--- src/rtl/i2c_int_coalescer_pkg.sv ---
// Shared constants and types for the I2C interrupt coalescer: register offsets,
// event bit positions, coalescing FSM states and counter widths.
package i2c_int_pkg;

  localparam int CNT_W = 8;
  localparam int TMO_W = 16;

  localparam logic [7:0] OFF_PEND = 8'h00;
  localparam logic [7:0] OFF_EN   = 8'h04;
  localparam logic [7:0] OFF_CNT  = 8'h08;
  localparam logic [7:0] OFF_THR  = 8'h40;
  localparam logic [7:0] OFF_TMO  = 8'h44;
  localparam logic [7:0] OFF_IRQ  = 8'h48;

  localparam int EVT_BUS_BUSY   = 0;
  localparam int EVT_ADDR_MATCH = 1;
  localparam int EVT_RX_DONE    = 2;
  localparam int EVT_TX_DONE    = 3;
  localparam int EVT_RX_ACK     = 4;
  localparam int EVT_ARB_LOST   = 5;
  localparam int EVT_START_DET  = 6;
  localparam int EVT_STOP_DET   = 7;

  typedef enum logic [1:0] {IDLE, ACCUM, FIRE} coal_state_t;

  // Byte offset of a per-channel register inside the 0x10-stride channel blocks.
  function automatic logic [7:0] chan_off(input int c, input logic [7:0] off);
    return 8'(c * 16) + off;
  endfunction

endpackage

--- src/rtl/i2c_int_coalescer_if.sv ---
// APB slave window of the interrupt coalescer.
interface i2c_int_coalescer_if #(
  parameter int APB_AW = 12,
  parameter int APB_DW = 32
) ();
  logic [APB_AW-1:0] paddr;
  logic              pwrite;
  logic [APB_DW-1:0] pwdata;
  logic              psel;
  logic              penable;
  logic [APB_DW-1:0] prdata;
  logic              pready;
  logic              pslverr;

  modport master (output paddr, pwrite, pwdata, psel, penable,
                  input  prdata, pready, pslverr);
  modport slave  (input  paddr, pwrite, pwdata, psel, penable,
                  output prdata, pready, pslverr);
endinterface

--- src/rtl/i2c_int_coalescer_chan.sv ---
// One channel: edge detect, sticky PEND, EN mask, saturating event count,
// timeout timer and the IDLE/ACCUM/FIRE coalescing FSM.
module i2c_int_chan
  import i2c_int_pkg::*;
(
  input  logic             clk,
  input  logic             srst,
  input  logic [31:0]      int_raw,
  input  logic [CNT_W-1:0] thr,
  input  logic [TMO_W-1:0] tmo,
  input  logic [7:1]       pend_w1c,
  input  logic             en_we,
  input  logic [7:1]       en_wdata,
  output logic [7:0]       pend_rd,
  output logic [7:0]       en_rd,
  output logic [CNT_W-1:0] cnt,
  output logic             firing
);

  logic [7:1]       raw_q, raw_d, pend_q, pend_d, en_q, en_d, evt;
  logic [CNT_W-1:0] cnt_q, cnt_d, cnt_inc;
  logic [CNT_W:0]   cnt_sum;
  logic [TMO_W-1:0] tmr_q, tmr_d;
  coal_state_t      state_q, state_d;
  logic             en_evt, en_pend, thr_hit, tmo_hit;
  logic             unused_raw;

  assign unused_raw = ^int_raw[31:8];

  always_comb begin
    raw_d   = int_raw[7:1];
    evt     = int_raw[7:1] & ~raw_q;
    // A rising event beats a same-cycle W1C of that bit.
    pend_d  = (pend_q & ~pend_w1c) | evt;
    en_d    = en_we ? en_wdata : en_q;
    en_evt  = |(evt & en_q);
    en_pend = |(pend_d & en_d);
    cnt_sum = {1'b0, cnt_q} + (CNT_W+1)'(en_evt);
    cnt_inc = cnt_sum[CNT_W] ? '1 : cnt_sum[CNT_W-1:0];
    thr_hit = cnt_sum >= {1'b0, thr};
    tmo_hit = (tmo != '0) && ((tmr_q + TMO_W'(1)) == tmo);

    state_d = state_q;
    cnt_d   = cnt_q;
    tmr_d   = tmr_q;
    case (state_q)
      IDLE: begin
        if (en_evt && en_pend) begin
          cnt_d   = cnt_inc;
          tmr_d   = '0;
          state_d = thr_hit ? FIRE : ACCUM;
        end
      end
      ACCUM: begin
        if (!en_pend) begin
          state_d = IDLE;
          cnt_d   = '0;
          tmr_d   = '0;
        end else if (thr_hit || tmo_hit) begin
          state_d = FIRE;
          cnt_d   = cnt_inc;
          tmr_d   = '0;
        end else begin
          cnt_d = cnt_inc;
          tmr_d = tmr_q + TMO_W'(1);
        end
      end
      FIRE: begin
        if (!en_pend) begin
          state_d = IDLE;
          cnt_d   = '0;
        end else begin
          cnt_d = cnt_inc;
        end
      end
      default: begin
        state_d = IDLE;
        cnt_d   = '0;
        tmr_d   = '0;
      end
    endcase
  end

  always_ff @(posedge clk) begin
    if (srst) begin
      raw_q   <= '0;
      pend_q  <= '0;
      en_q    <= '0;
      cnt_q   <= '0;
      tmr_q   <= '0;
      state_q <= IDLE;
    end else begin
      raw_q   <= raw_d;
      pend_q  <= pend_d;
      en_q    <= en_d;
      cnt_q   <= cnt_d;
      tmr_q   <= tmr_d;
      state_q <= state_d;
    end
  end

  assign pend_rd = {pend_q, int_raw[EVT_BUS_BUSY]};
  assign en_rd   = {en_q, 1'b0};
  assign cnt     = cnt_q;
  assign firing  = (state_q == FIRE);

endmodule

--- src/rtl/i2c_int_coalescer.sv ---
// Interrupt coalescer top: APB register window, global THR/TMO registers,
// NUM_CH channel instances and the registered per-channel and combined IRQs.
module i2c_int_coalescer
  import i2c_int_pkg::*;
#(
  parameter int NUM_CH = 4,
  parameter int APB_DW = 32,
  parameter int APB_AW = 12
) (
  input  logic                   clk_apb,
  input  logic                   rst_apb,
  i2c_int_coalescer_if.slave     apb,
  input  logic [NUM_CH*32-1:0]   int_raw,
  output logic [NUM_CH-1:0]      irq_ch,
  output logic                   irq
);

  logic [NUM_CH-1:0][7:0]       pend_rd, en_rd;
  logic [NUM_CH-1:0][CNT_W-1:0] cnt_rd;
  logic [NUM_CH-1:0][7:1]       w1c;
  logic [NUM_CH-1:0]            en_we, firing;
  logic [CNT_W-1:0]             thr_q, thr_d, thr_eff;
  logic [TMO_W-1:0]             tmo_q, tmo_d;
  logic [APB_DW-1:0]            prdata_q, prdata_d, rdata;
  logic                         pready_q, pready_d, pslverr_q, pslverr_d;
  logic [NUM_CH-1:0]            irq_ch_q, irq_ch_d;
  logic                         irq_q, irq_d;
  logic [7:0]                   addr_lo;
  logic                         access, hit, ro, err, wr_ok;
  logic                         unused_wdata;

  assign unused_wdata = ^apb.pwdata[APB_DW-1:TMO_W];
  assign addr_lo      = apb.paddr[7:0];
  // pready_q doubles as the done flag so a held access phase commits once.
  assign access       = apb.psel && apb.penable && !pready_q;

  always_comb begin
    hit = 1'b0;
    ro  = 1'b0;
    for (int c = 0; c < NUM_CH; c++) begin
      if (addr_lo == chan_off(c, OFF_PEND) || addr_lo == chan_off(c, OFF_EN)) hit = 1'b1;
      if (addr_lo == chan_off(c, OFF_CNT)) begin
        hit = 1'b1;
        ro  = 1'b1;
      end
    end
    if (addr_lo == OFF_THR || addr_lo == OFF_TMO) hit = 1'b1;
    if (addr_lo == OFF_IRQ) begin
      hit = 1'b1;
      ro  = 1'b1;
    end
    if (apb.paddr[APB_AW-1:8] != '0) hit = 1'b0;
    err   = !hit || (apb.pwrite && ro);
    wr_ok = access && apb.pwrite && !err;
  end

  always_comb begin
    rdata = '0;
    for (int c = 0; c < NUM_CH; c++) begin
      if (addr_lo == chan_off(c, OFF_PEND)) rdata = APB_DW'(pend_rd[c]);
      if (addr_lo == chan_off(c, OFF_EN))   rdata = APB_DW'(en_rd[c]);
      if (addr_lo == chan_off(c, OFF_CNT))  rdata = APB_DW'(cnt_rd[c]);
    end
    if (addr_lo == OFF_THR) rdata = APB_DW'(thr_q);
    if (addr_lo == OFF_TMO) rdata = APB_DW'(tmo_q);
    if (addr_lo == OFF_IRQ) rdata = APB_DW'(irq_ch_q);

    thr_d     = (wr_ok && addr_lo == OFF_THR) ? apb.pwdata[CNT_W-1:0] : thr_q;
    tmo_d     = (wr_ok && addr_lo == OFF_TMO) ? apb.pwdata[TMO_W-1:0] : tmo_q;
    pready_d  = access;
    pslverr_d = access && err;
    prdata_d  = (access && !err && !apb.pwrite) ? rdata : '0;
    irq_ch_d  = firing;
    irq_d     = |firing;
  end

  assign thr_eff = (thr_q == '0) ? CNT_W'(1) : thr_q;

  generate
    for (genvar gi = 0; gi < NUM_CH; gi++) begin : g_chan
      assign w1c[gi]   = (wr_ok && addr_lo == chan_off(gi, OFF_PEND)) ? apb.pwdata[7:1] : '0;
      assign en_we[gi] = wr_ok && addr_lo == chan_off(gi, OFF_EN);

      i2c_int_chan u_chan (
        .clk      (clk_apb),
        .srst     (rst_apb),
        .int_raw  (int_raw[32*gi +: 32]),
        .thr      (thr_eff),
        .tmo      (tmo_q),
        .pend_w1c (w1c[gi]),
        .en_we    (en_we[gi]),
        .en_wdata (apb.pwdata[7:1]),
        .pend_rd  (pend_rd[gi]),
        .en_rd    (en_rd[gi]),
        .cnt      (cnt_rd[gi]),
        .firing   (firing[gi])
      );
    end
  endgenerate

  always_ff @(posedge clk_apb) begin
    if (rst_apb) begin
      thr_q     <= CNT_W'(1);
      tmo_q     <= '0;
      prdata_q  <= '0;
      pready_q  <= 1'b0;
      pslverr_q <= 1'b0;
      irq_ch_q  <= '0;
      irq_q     <= 1'b0;
    end else begin
      thr_q     <= thr_d;
      tmo_q     <= tmo_d;
      prdata_q  <= prdata_d;
      pready_q  <= pready_d;
      pslverr_q <= pslverr_d;
      irq_ch_q  <= irq_ch_d;
      irq_q     <= irq_d;
    end
  end

  assign apb.prdata  = prdata_q;
  assign apb.pready  = pready_q;
  assign apb.pslverr = pslverr_q;
  assign irq_ch      = irq_ch_q;
  assign irq         = irq_q;

endmodule

--- src/flat_wrapper.sv ---
// flat-port wrapper written by rule: the top's interface ports become plain ports
module i2c_int_coalescer_flat import i2c_int_pkg::*;
#(
  parameter int NUM_CH = 4,
  parameter int APB_DW = 32,
  parameter int APB_AW = 12
)
  (clk_apb, rst_apb, int_raw, irq_ch, irq, apb_paddr, apb_pwrite, apb_pwdata, apb_psel, apb_penable, apb_prdata, apb_pready, apb_pslverr);
  i2c_int_coalescer_if #(.APB_AW(APB_AW), .APB_DW(APB_DW)) apb_i ();
  input  logic clk_apb;
  input  logic rst_apb;
  input  logic [NUM_CH*32-1:0] int_raw;
  output logic [NUM_CH-1:0] irq_ch;
  output logic irq;
  input wire logic [$bits(apb_i.paddr)-1:0] apb_paddr;
  input wire logic [$bits(apb_i.pwrite)-1:0] apb_pwrite;
  input wire logic [$bits(apb_i.pwdata)-1:0] apb_pwdata;
  input wire logic [$bits(apb_i.psel)-1:0] apb_psel;
  input wire logic [$bits(apb_i.penable)-1:0] apb_penable;
  output wire logic [$bits(apb_i.prdata)-1:0] apb_prdata;
  output wire logic [$bits(apb_i.pready)-1:0] apb_pready;
  output wire logic [$bits(apb_i.pslverr)-1:0] apb_pslverr;
  assign apb_i.paddr = apb_paddr;
  assign apb_i.pwrite = apb_pwrite;
  assign apb_i.pwdata = apb_pwdata;
  assign apb_i.psel = apb_psel;
  assign apb_i.penable = apb_penable;
  assign apb_prdata = apb_i.prdata;
  assign apb_pready = apb_i.pready;
  assign apb_pslverr = apb_i.pslverr;
  i2c_int_coalescer #(.NUM_CH(NUM_CH), .APB_DW(APB_DW), .APB_AW(APB_AW)) u_core (.clk_apb(clk_apb), .rst_apb(rst_apb), .apb(apb_i), .int_raw(int_raw), .irq_ch(irq_ch), .irq(irq));
endmodule
--- config.mk ---
export PLATFORM = sky130hd
export DESIGN_NAME = i2c_int_coalescer_flat
export DESIGN_NICKNAME = d
export VERILOG_FILES = /design/src/rtl/i2c_int_coalescer_pkg.sv /design/src/rtl/i2c_int_coalescer_if.sv /design/src/rtl/i2c_int_coalescer_chan.sv /design/src/rtl/i2c_int_coalescer.sv /design/src/flat_wrapper.sv
export SDC_FILE = /design/constraint.sdc
export NUM_CORES = 1
export LEC_CHECK = 0
export CAP_MARGIN = 10
export CORE_UTILIZATION = 45
export CTS_CLUSTER_SIZE = 20
export DETAILED_ROUTE_END_ITERATION = 6
export DONT_BUFFER_PORTS = 1
export SLEW_MARGIN = 20
export SYNTH_ARGS = -nofsm -noshare
export SYNTH_HDL_FRONTEND = slang
export SYNTH_SLANG_ARGS = --single-unit
--- constraint.sdc ---
create_clock -name clk_apb -period 7.5 [get_ports clk_apb]
set_input_delay 1.5 -clock clk_apb [delete_from_list [all_inputs] [get_ports clk_apb]]
set_output_delay 1.5 -clock clk_apb [all_outputs]
set_load 0.01 [all_outputs]
[Word-level counts from Yosys, hierarchy flattened]
Index checks and enable logic that the tools add are counted.
Storage, ports and cells
  bits in registers: 251
  logic and storage cells: 284
  input bits: 177
Cells by class
  eq/ne operators: 38
  add/subtract/negate cells: 8
  reductions and logical operators: 72
  muxes and demuxes: 96
  magnitude comparators: 4
  bitwise operators: 33
Operators with widths (number)
  $mux 16: 13
  $mux 8: 26
  $pmux 16 s3: 4
  $and 7x7->7: 16
  $add 16x1->16 const B: 4
  $eq 16x16->1: 4
  $pmux 8 s2: 4
  $mux 7: 8
  $not 7->7: 8
  $reduce_or 7->1: 8
  $eq 8x6->1 const B: 6
  $mux 2: 20
  $add 8x1->9: 4
  $ge 9x8->1: 4
  $or 7x7->7: 4
  $logic_and 1x1->1: 26
  $eq 8x5->1 const B: 3
  $eq 8x7->1 const B: 3
  $pmux 2 s3: 4
  $logic_not 8->1: 2
  $mux 1: 16
  $ne 2x2->1 const B: 8
  $reduce_bool 16->1: 1
  $reduce_or 16->1: 1
  16 further kinds: 54

[Longest topological paths before layout]
Gate-level depths: netlist of the first run.
  depth in word-level cells: 27
  gate-level depth with buffers: 20

[By module]
Synthesis of the first run repeated with hierarchy kept, for this count alone.
Second synthesis, totals
  cell total of the unflattened synthesis: 1965
  area, all modules: 15477.3 µm²
Modules (own cells, without submodules)
  i2c_int_chan (u_core.g_chan[1].u_chan ...): cells each 373, times used 2, sequential area each 940.9 µm², area each 2989.1 µm²
  i2c_int_chan (u_core.g_chan[0].u_chan): cells each 404, times used 1, sequential area each 940.9 µm², area each 3316.9 µm²
  i2c_int_coalescer: cells each 452, times used 1, sequential area each 940.9 µm², area each 3173.0 µm²
  i2c_int_chan (u_core.g_chan[3].u_chan): cells each 363, times used 1, sequential area each 940.9 µm², area each 3009.1 µm²

[Least setup slack after synthesis of the first run]
Ideal clock, no wire load.
  kind: input-to-reg
  from: in int_raw[70]
  to: reg u_core.g_chan[2].u_chan.tmr_q[15]
  arrival time: 5.024 ns
  stages on the path: 16
  setup slack: 2.412 ns
  required time: 7.436 ns
  path buffers: 0
  cell sequence: nor2b_1 -> a222oi_1 -> and4_1 -> inv_1 -> ha_1 -> ha_1 -> nand3_1 -> nor2_1 -> xnor2_1 -> ha_1 -> or2_2 -> a211oi_1 -> nor2_1 -> a211oi_1 -> or4b_2 -> nand3b_1
Between the ends
  word-level cells in the longest chain between the ends: 9
  elaborated cells between the ends (all ways): 15
  classes of those cells: 1 x add/sub; 1 x order compare; 1 x eq/ne; 3 x mux; 4 x bitwise; 5 x reduce/logical
RTL lines
  start, declared: line flat_wrapper.sv:12  | input logic [NUM_CH*32-1:0] int_raw;
  $and 7x7->7 (*): line i2c_int_coalescer_chan.sv:32  | evt = int_raw[7:1] & ~raw_q;
  $and 7x7->7: line i2c_int_coalescer_chan.sv:36  | en_evt = |(evt & en_q);
  $reduce_or 7->1: line i2c_int_coalescer_chan.sv:36
  $add 8x1->9: line i2c_int_coalescer_chan.sv:38  | cnt_sum = {1'b0, cnt_q} + (CNT_W+1)'(en_evt);
  $ge 9x8->1: line i2c_int_coalescer_chan.sv:40  | thr_hit = cnt_sum >= {1'b0, thr};
  $logic_or 1x1->1: line i2c_int_coalescer_chan.sv:59  | end else if (thr_hit || tmo_hit) begin
  $mux 16: line i2c_int_coalescer_chan.sv:59
  $mux 16: line i2c_int_coalescer_chan.sv:55  | if (!en_pend) begin
  $pmux 16 s3: line i2c_int_coalescer_chan.sv:46  | case (state_q)
  end signal, assigned: line i2c_int_coalescer_chan.sv:97  | tmr_q <= tmr_d;
  end, declared: line i2c_int_coalescer_chan.sv:23  | logic [TMO_W-1:0] tmr_q, tmr_d;
Mark *: on every way between the ends. The rest lies on a longest branch, timed or not.
A chain may end at the register's enable or synchronous reset.

[Worst setup path in the final report of the first run]
  from: in int_raw[34]
  to: reg u_core.g_chan[1].u_chan.tmr_q[0]
Between the ends
  word-level cells in the longest chain between the ends: 9
  elaborated cells between the ends (all ways): 15
  classes of those cells: 1 x add/sub; 1 x order compare; 1 x eq/ne; 3 x mux; 4 x bitwise; 5 x reduce/logical
RTL lines (line)
  $and 7x7->7 (*): i2c_int_coalescer_chan.sv:32
  $and 7x7->7: i2c_int_coalescer_chan.sv:36
  $reduce_or 7->1: i2c_int_coalescer_chan.sv:36
  $add 8x1->9: i2c_int_coalescer_chan.sv:38
  $ge 9x8->1: i2c_int_coalescer_chan.sv:40
  $logic_or 1x1->1: i2c_int_coalescer_chan.sv:59
  $mux 16: i2c_int_coalescer_chan.sv:59
  $mux 16: i2c_int_coalescer_chan.sv:55
  $pmux 16 s3: i2c_int_coalescer_chan.sv:46
  end signal, assigned: i2c_int_coalescer_chan.sv:97
  end, declared: i2c_int_coalescer_chan.sv:23
Marks and branches as above.

==> results.ini, run 1 <==
[status]
outcome=finished, violations left
violations=DRC

[logic_synthesis]
synth_area_per_cell_sq_um=8.17
synth-seq-cells=235
synthArstFlopShare=0
synth_top_area_share=0.317
synth_top_cell_by_area=dfxtp_1
ys.flop_type=dfxtp_1
ys_warn_count=0
seq_area_frac_synth=0.317
synthesis.area_sq_um=14800
syn_inst=1817
synth_edf_count=0
synth.distinct_cells=93
synth_area_leaders=dfxtp_1 (32%), ha_1 (5.1%), nor2_1 (4.2%)

[job]
drv_cap=0

[layout]
final_cell_mix=dfxtp_1 (235), nor2_1 (166), nand2_1 (117)
register_area_sq_um=4700
drive_above_1_share=0.0741
fill_cells=3177
final_common_cell=dfxtp_1
multi_input_area_sq_um=9350
nets=1984
areaGrowthSynthToFinish_pct=7.66

[sta]
whs_ps=477
final_hold_viol_count=0
fin_crit_sh=0.741
setup_viol=0
finalSetupTns_ps=0
worst_slack_ps=1940
rsz0062_at_grt=false
drv_slew=0
max-slew-margin-rel=0.327
period_needed_ps=5560
worstMarginPinSlew_ps=1010
fin_skew_ps=22.3
fmax_mhz=180

[detailed_routing]
drtPass1Iterations=7
drt_iter0_markers=1444
drt.antenna.violating_nets=0
wl_mm=46.5
avgViaCountPerCell=6.18
drc=13
vias=13655
wl_per_cell_microns=21.0

[clock_network]
cts_setup_buffers=0
clk_pin_slew_ps=60
hold_buffers=0
clock-sinks=235
clock_latency_ps=560
cts_buffer_depth=3
cts_inserted_buffers=28
cts_resized=0
ctsHtreeMaxLevel=1
cts_tree=built
cts-root-buf=clkbuf_16

[floorplanning]
die_area_sq_um=33700
num_rows=66
io_pins=216
start_util=0.456
die_w_microns=184
dieHeight_microns=184
core_sq_um=32500

[global_routing]
grt_use_met1=0.359
grt_busiest_layer=met2
use_met3=0.0507
grt_pass1_wl_mm=71.5
grt_pass1_vias=12488
antenna_found_initial=1
use_met2=0.433
grt-ovfl-total=0
grt_max_degree=142
grt_usage=0.271

[pwr]
ir_worst_vdd_mv=0.168
power_mw=2.83
p_leak_nw=6.01
pwr_density_cell_nw_per_um2=177

[worst_setup_path]
worstPathRequired_ps=8010
crit_path_start_kind=input pin
critPathKind=input pin to flop
rr_worst_depth=16
end_kind=flop
crit_arrival_ps=6070
crit_path_frequent_cell=ha_1
reg2reg_from=u_core.g_chan[1].u_chan.raw_q[2]
cp_slowest_stage_delay_ps=770
crit_path_top_delay_cell=nor2_1
r2r-end=u_core.g_chan[1].u_chan.tmr_q[0]
worstPathCellList=nor2b_1 > a222oi_1 > and3_1 > inv_1 > ha_1 > ha_1 > nand3_1 > nor2_1 > xor2_1 > ha_1 > a21o_1 > a211o_1 > a41oi_1 > nand4b_4 > nor2_1 > mux2_2
rrSetupSlack_ps=2650
crit_fanout=17

[hold_path]
hold_start=u_core.g_chan[0].u_chan.cnt[0]
whs_endpoint=u_core.g_chan[0].u_chan.cnt[0]
worstHoldPathType=flop to flop
holdPathStages=2

[placement]
gp_congestion=0.940
pre_cts_ws_ps=1390
port_buffers=0
hpwl_mm=33.3

[worst max path at each step]
stage	from	endpoint	slack, ps
6_report	int_raw[34]	u_core.g_chan[1].u_chan.tmr_q[0]	1940
5_1_grt	int_raw[34]	u_core.g_chan[1].u_chan.tmr_q[0]	1600
4_1_cts	int_raw[34]	u_core.g_chan[1].u_chan.tmr_q[0]	1970
3_5_place_dp	int_raw[34]	u_core.g_chan[1].u_chan.tmr_q[0]	1390
3_3_place_gp	int_raw[34]	u_core.g_chan[1].u_chan.tmr_q[0]	1430
2_1_floorplan	int_raw[70]	u_core.g_chan[2].u_chan.tmr_q[15]	2410
[report_power, final]
group	switching (mW)	total [mW]	internal [mW]
registers	0.0134	1.28	1.27
clock network	0.563	1.45	0.888
logic	0.0573	0.0934	0.0361
[worst max-delay path: cells and delay by family]
kind	cells	cell delay, ps
simple gates	6	1900
fa+ha+maj	3	780
buf+inv	1	70
mux	1	290
compound gates	4	1350
xor+xnor	1	160
[stage by stage]
stage | instance area (sq um) | std cells | util
floorplan | 14900 | 1832 | -
global placement | 15000 | 2159 | 0.461
detailed placement | 15000 | 2159 | 0.461
CTS | 16000 | 2210 | 0.491
global route | 16000 | 2211 | 0.491
finish | 16000 | 2211 | 0.491
[cells in the mapped netlist, types with 8 or more instances]
cell type	number
dfxtp_1	235
or2_2	12
buf_4	16
nand2b_1	24
buf_2	14
buf_1	10
nand3b_1	13
a222oi_1	22
nand4_1	36
nor2b_1	72
nor4_1	26
o22ai_1	30
o311ai_0	11
or4_1	10
a21o_1	15
mux2i_1	43
xor2_1	38
ha_1	60
inv_1	77
a21oi_1	58
o211ai_1	12
xnor2_1	62
nor3_1	30
nand2_1	117
a22oi_1	23
a221oi_1	8
a211oi_1	14
and3_1	23
and2_1	49
o21ai_0	84
a22o_1	12
clkbuf_1	84
a31oi_1	40
nor2_1	167
a32oi_1	18
o31ai_1	17
and4_1	11
or3_1	9
mux2_2	15
nand3_1	77
[layout make-up]
type | count | area share
Antenna cell | 1 | 0.000157
Clock buffer | 36 | 0.0476
Clock inverter | 15 | 0.0138
Inverter | 77 | 0.0181
Multi-Input combinational cell | 1391 | 0.585
Sequential cell | 235 | 0.294
Tap cell | 442 | 0.0346
Timing Repair Buffer | 14 | 0.00658
[registers in the layout (all words and copies together), names as in the netlist]
register	cells
u_core.irq	1
u_core.tmo_q	16
u_core.apb.pready	1
u_core.apb.prdata	16
u_core.apb.pslverr	1
u_core.irq_ch	4
u_core.g_chan.u_chan.pend_q	28
u_core.g_chan.u_chan.cnt	32
u_core.g_chan.u_chan.raw_q	28
u_core.g_chan.u_chan.tmr_q	64
u_core.g_chan.u_chan.en_q	28
u_core.thr_q	8
u_core.g_chan.u_chan.state_q	8
[metal layers]
| layer | up-vias | part of all wire | routed length [microns] |
|---|---|---|---|
| li1 | 6498 | - | - |
| met1 | 6476 | 0.44 | 20300 |
| met2 | 577 | 0.45 | 20700 |
| met3 | 104 | 0.079 | 3690 |
| met4 | 0 | 0.040 | 1840 |
| met5 | - | 0 | 0 |
[cell families (layout without fill, tap and decap cells)]
| kind of cell | count (synthesis) | after routing | synth area share |
|---|---|---|---|
| AO/OA/AOI/OAI | 439 | 439 | 0.209 |
| XOR/XNOR | 100 | 100 | 0.0590 |
| adder cells (fa/ha/maj) | 60 | 60 | 0.0506 |
| buffers and inverters | 206 | 142 | 0.0590 |
| flip-flops | 235 | 235 | 0.317 |
| multiplexers | 58 | 58 | 0.0404 |
| other | 1 | 17 | 0.000253 |
| AND/OR/NAND/NOR | 718 | 718 | 0.264 |
Power figures use the tool's default switching activity.
==> inputs of run 2 (changes only) <==
--- a/config.mk
+++ b/config.mk
@@ -5,6 +5,7 @@
 export SDC_FILE = /design/constraint.sdc
 export NUM_CORES = 1
 export LEC_CHECK = 0
+export ABC_AREA = 1
 export CAP_MARGIN = 10
 export CORE_UTILIZATION = 45
 export CTS_CLUSTER_SIZE = 20
==> constraint.sdc (replaced) <==
create_clock -name clk_apb -period 5.6 [get_ports clk_apb]
set_input_delay 1.12 -clock clk_apb [delete_from_list [all_inputs] [get_ports clk_apb]]
set_output_delay 1.12 -clock clk_apb [all_outputs]
set_load 0.01 [all_outputs]
==> run 2 against run 1 <==
The run now ends clean. Final area up 5.5%. Setup slack worse by 910 ps. Clock skew down 6.9 ps. Critical path type unchanged. Critical endpoint is now u_core.g_chan[1].u_chan.state_q[0]. Highest routed layer unchanged.
==> results.ini, run 2 <==
[worst_setup_path]
worstPathRequired_ps=6050  ; was 8010 ps
rr_worst_depth=24  ; was 16
crit_arrival_ps=5010  ; was 6070 ps
cp-endpoint=u_core.g_chan[1].u_chan.state_q[0]  ; was u_core.g_chan[1].u_chan.tmr_q[0]
crit_fanout=16  ; was 17
reg2reg_from=u_core.g_chan[1].u_chan.raw_q[6]  ; was u_core.g_chan[1].u_chan.raw_q[2]
critPathLaunch=int_raw[37]  ; was int_raw[34]
rrSetupSlack_ps=1280  ; was 2650 ps
crit_path_start_kind=input pin  ; unchanged
critPathKind=input pin to flop  ; unchanged
end_kind=flop  ; unchanged
r2r-end=u_core.g_chan[1].u_chan.state_q[0]  ; was u_core.g_chan[1].u_chan.tmr_q[0]

[logic_synthesis]
synth-seq-cells=235  ; unchanged
ys_warn_count=0  ; unchanged
syn_inst=2446  ; was 1817
synth_top_cell_by_area=dfxtp_1  ; unchanged
synth_edf_count=0  ; unchanged
ys.flop_type=dfxtp_1  ; unchanged
synthesis.area_sq_um=15800  ; was 14800 sq um
seq_area_frac_synth=0.297  ; was 0.317
synth_area_per_cell_sq_um=6.47  ; was 8.17 sq um
synth_area_leaders=dfxtp_1 (30%), nand2_1 (14%), nor2_1 (8.4%)  ; was dfxtp_1 (32%), ha_1 (5.1%), nor2_1 (4.2%)
synthArstFlopShare=0  ; unchanged
synth_top_area_share=0.297  ; was 0.317
synth_common_cells=nand2_1 (586), nor2_1 (353), inv_1 (263)  ; was dfxtp_1 (235), nor2_1 (167), nand2_1 (117)
synth.most_common_cell=nand2_1  ; was dfxtp_1
synth.distinct_cells=54  ; was 93

[clock_network]
hold_buffers=0  ; unchanged
ctsHtreeMaxLevel=1  ; unchanged
cts_setup_buffers=0  ; unchanged
cts-root-buf=clkbuf_16  ; unchanged
clk_pin_slew_ps=60  ; about the same
cts_buffer_depth=3  ; unchanged
clock-sinks=235  ; unchanged
cts_tree=built  ; unchanged
clock_latency_ps=560  ; about the same
cts_inserted_buffers=28  ; unchanged
cts_resized=0  ; unchanged

[layout]
nets=2619  ; was 1984
top_register=u_core.g_chan.u_chan.tmr_q  ; unchanged
final_common_cell=nand2_1  ; was dfxtp_1
final_area_sq_um=16900  ; was 16000 sq um
areaGrowthSynthToFinish_pct=6.48  ; was 7.66%
final_cell_mix=nand2_1 (586), nor2_1 (353), inv_1 (263)  ; was dfxtp_1 (235), nor2_1 (166), nand2_1 (117)
largest_reg_flops=64  ; unchanged
register_area_sq_um=4700  ; unchanged
fill_cells=3609  ; was 3177
drive_above_1_share=0.0882  ; was 0.0741
multi_input_area_sq_um=9500  ; was 9350 sq um

[floorplanning]
core_sq_um=34500  ; was 32500 sq um
io_pins=216  ; unchanged
start_util=0.458  ; was 0.456
num_rows=68  ; was 66
die_w_microns=190  ; was 184 microns
dieHeight_microns=190  ; was 184 microns
die_area_sq_um=35900  ; was 33700 sq um

[hold_path]
worstHoldPathType=flop to flop  ; unchanged
holdPathStages=2  ; unchanged

[placement]
placed_area_sq_um=15900  ; was 15000 sq um
port_buffers=0  ; unchanged
gp_congestion=1.01  ; was 0.940
hpwl_mm=34.6  ; was 33.3 mm

[sta]
setup_viol=0  ; unchanged
period_needed_ps=4570
finalSetupTns_ps=0  ; unchanged
final_hold_viol_count=0  ; unchanged
fmax_mhz=219
fin_crit_sh=0.815
rsz0062_at_grt=false  ; unchanged
drv_slew=0  ; unchanged
max-slew-margin-rel=0.281  ; was 0.327
worstMarginPinSlew_ps=1070  ; was 1010 ps
fin_skew_ps=15.4  ; was 22.3 ps

[global_routing]
grt_max_degree=207  ; was 142
grt_pass1_vias=14078  ; was 12488
antenna_found_initial=0  ; was 1
grt_pass1_wl_mm=76.2  ; was 71.5 mm
grt_usage=0.265  ; was 0.271
grt-ovfl-total=0  ; unchanged

[detailed_routing]
drtPass1Iterations=5  ; was 7
vias=15159  ; was 13655
drt_iter0_markers=1092  ; was 1444
wl_per_cell_microns=16.7  ; was 21.0 microns
wl_mm=47.9  ; was 46.5 mm
avgViaCountPerCell=5.30  ; was 6.18
drt.antenna.violating_nets=0  ; unchanged
drc=0  ; was 13

[job]
drv_cap=0  ; unchanged

[pwr]
power_mw=4.80  ; was 2.83 mW
p_leak_nw=7.28  ; was 6.01 nW
pwr_density_cell_nw_per_um2=285  ; was 177 nW/um^2
ir_worst_vdd_mv=0.269  ; was 0.168 mV

[status]
outcome=complete, no violations  ; was finished, violations left

[run 2: changes by cell type in the layout (fill, tap and decap cells not counted), moves of 48 or more]
cell	delta
inv_1	+186
nor2b_1	-72
nor2_1	+187
xnor2_1	-56
a21oi_1	+74
and2_1	-48
nand3_1	+137
nand2_1	+469
o21ai_0	-48
[run 2: kinds of logic after synthesis]
kind of cell / share of synthesized area
flops: 0.297
compound gates: 0.106
other cells: 0.000237
xor+xnor: 0.0526
buf+inv: 0.107
fa+ha+maj: 0.0474
simple gates: 0.390
[run 2: worst min path at each step]
stage | startpoint | endpoint
after floorplan | u_core.g_chan[0].u_chan.tmr_q[15] | u_core.g_chan[0].u_chan.tmr_q[15]
after global placement | u_core.g_chan[0].u_chan.tmr_q[15] | u_core.g_chan[0].u_chan.tmr_q[15]
after detailed placement | u_core.g_chan[0].u_chan.tmr_q[15] | u_core.g_chan[0].u_chan.tmr_q[15]
after CTS | u_core.g_chan[0].u_chan.tmr_q[15] | u_core.g_chan[0].u_chan.tmr_q[15]
after global routing | u_core.g_chan[3].u_chan.tmr_q[13] | u_core.g_chan[3].u_chan.tmr_q[13]
final | u_core.g_chan[0].u_chan.tmr_q[15] | u_core.g_chan[0].u_chan.tmr_q[15]
[run 2: power breakdown]
part	switching, mW	internal [mW]
logic	0.850	0.187
registers	0.0463	1.73
clock network	0.780	1.20
[run 2: final cells by class]
type	count	area share
repair buffers	4	0.00178
clock buffers	38	0.0486
multi-input cells	1830	0.563
flip-flops and latches	235	0.279
diodes	1	0.000148
well taps	455	0.0338
clock inverters	14	0.0104
inverters	283	0.0631
[run 2: stage by stage]
step / hold WS [ps] / util / cells / setup slack (ps)
after floorplan: 449 / - / 2461 / 1040
after global placement: 458 / 0.459 / 2807 / 583
after detailed placement: 464 / 0.459 / 2807 / 551
after CTS: 473 / 0.488 / 2859 / 1120
after global routing: 501 / 0.488 / 2859 / 714
final: 474 / 0.488 / 2860 / 1030
[run 2: layer usage]
metal | up-vias | GRT usage | share of wire
met1 | 6966 | 0.348 | 0.45
met5 | - | 0 | 0
met2 | 406 | 0.446 | 0.47
li1 | 7707 | - | -
met3 | 80 | 0.0369 | 0.052
met4 | 0 | 0.0806 | 0.029
[run 2: critical path, cell delays in order]
cell	delay, ps
inv_1	60
or2_2	140
o22ai_1	70
or4_1	600
ha_1	270
ha_1	210
nand2_1	70
inv_1	70
nand2_1	70
xor2_1	220
inv_1	70
ha_1	310
a21oi_1	140
o21ai_0	90
nand2_1	60
nand4_1	110
a221oi_1	460
nand2_1	100
buf_4	210
inv_1	70
nand3_1	110
nand3_1	170
and2_1	150
nor2_1	40
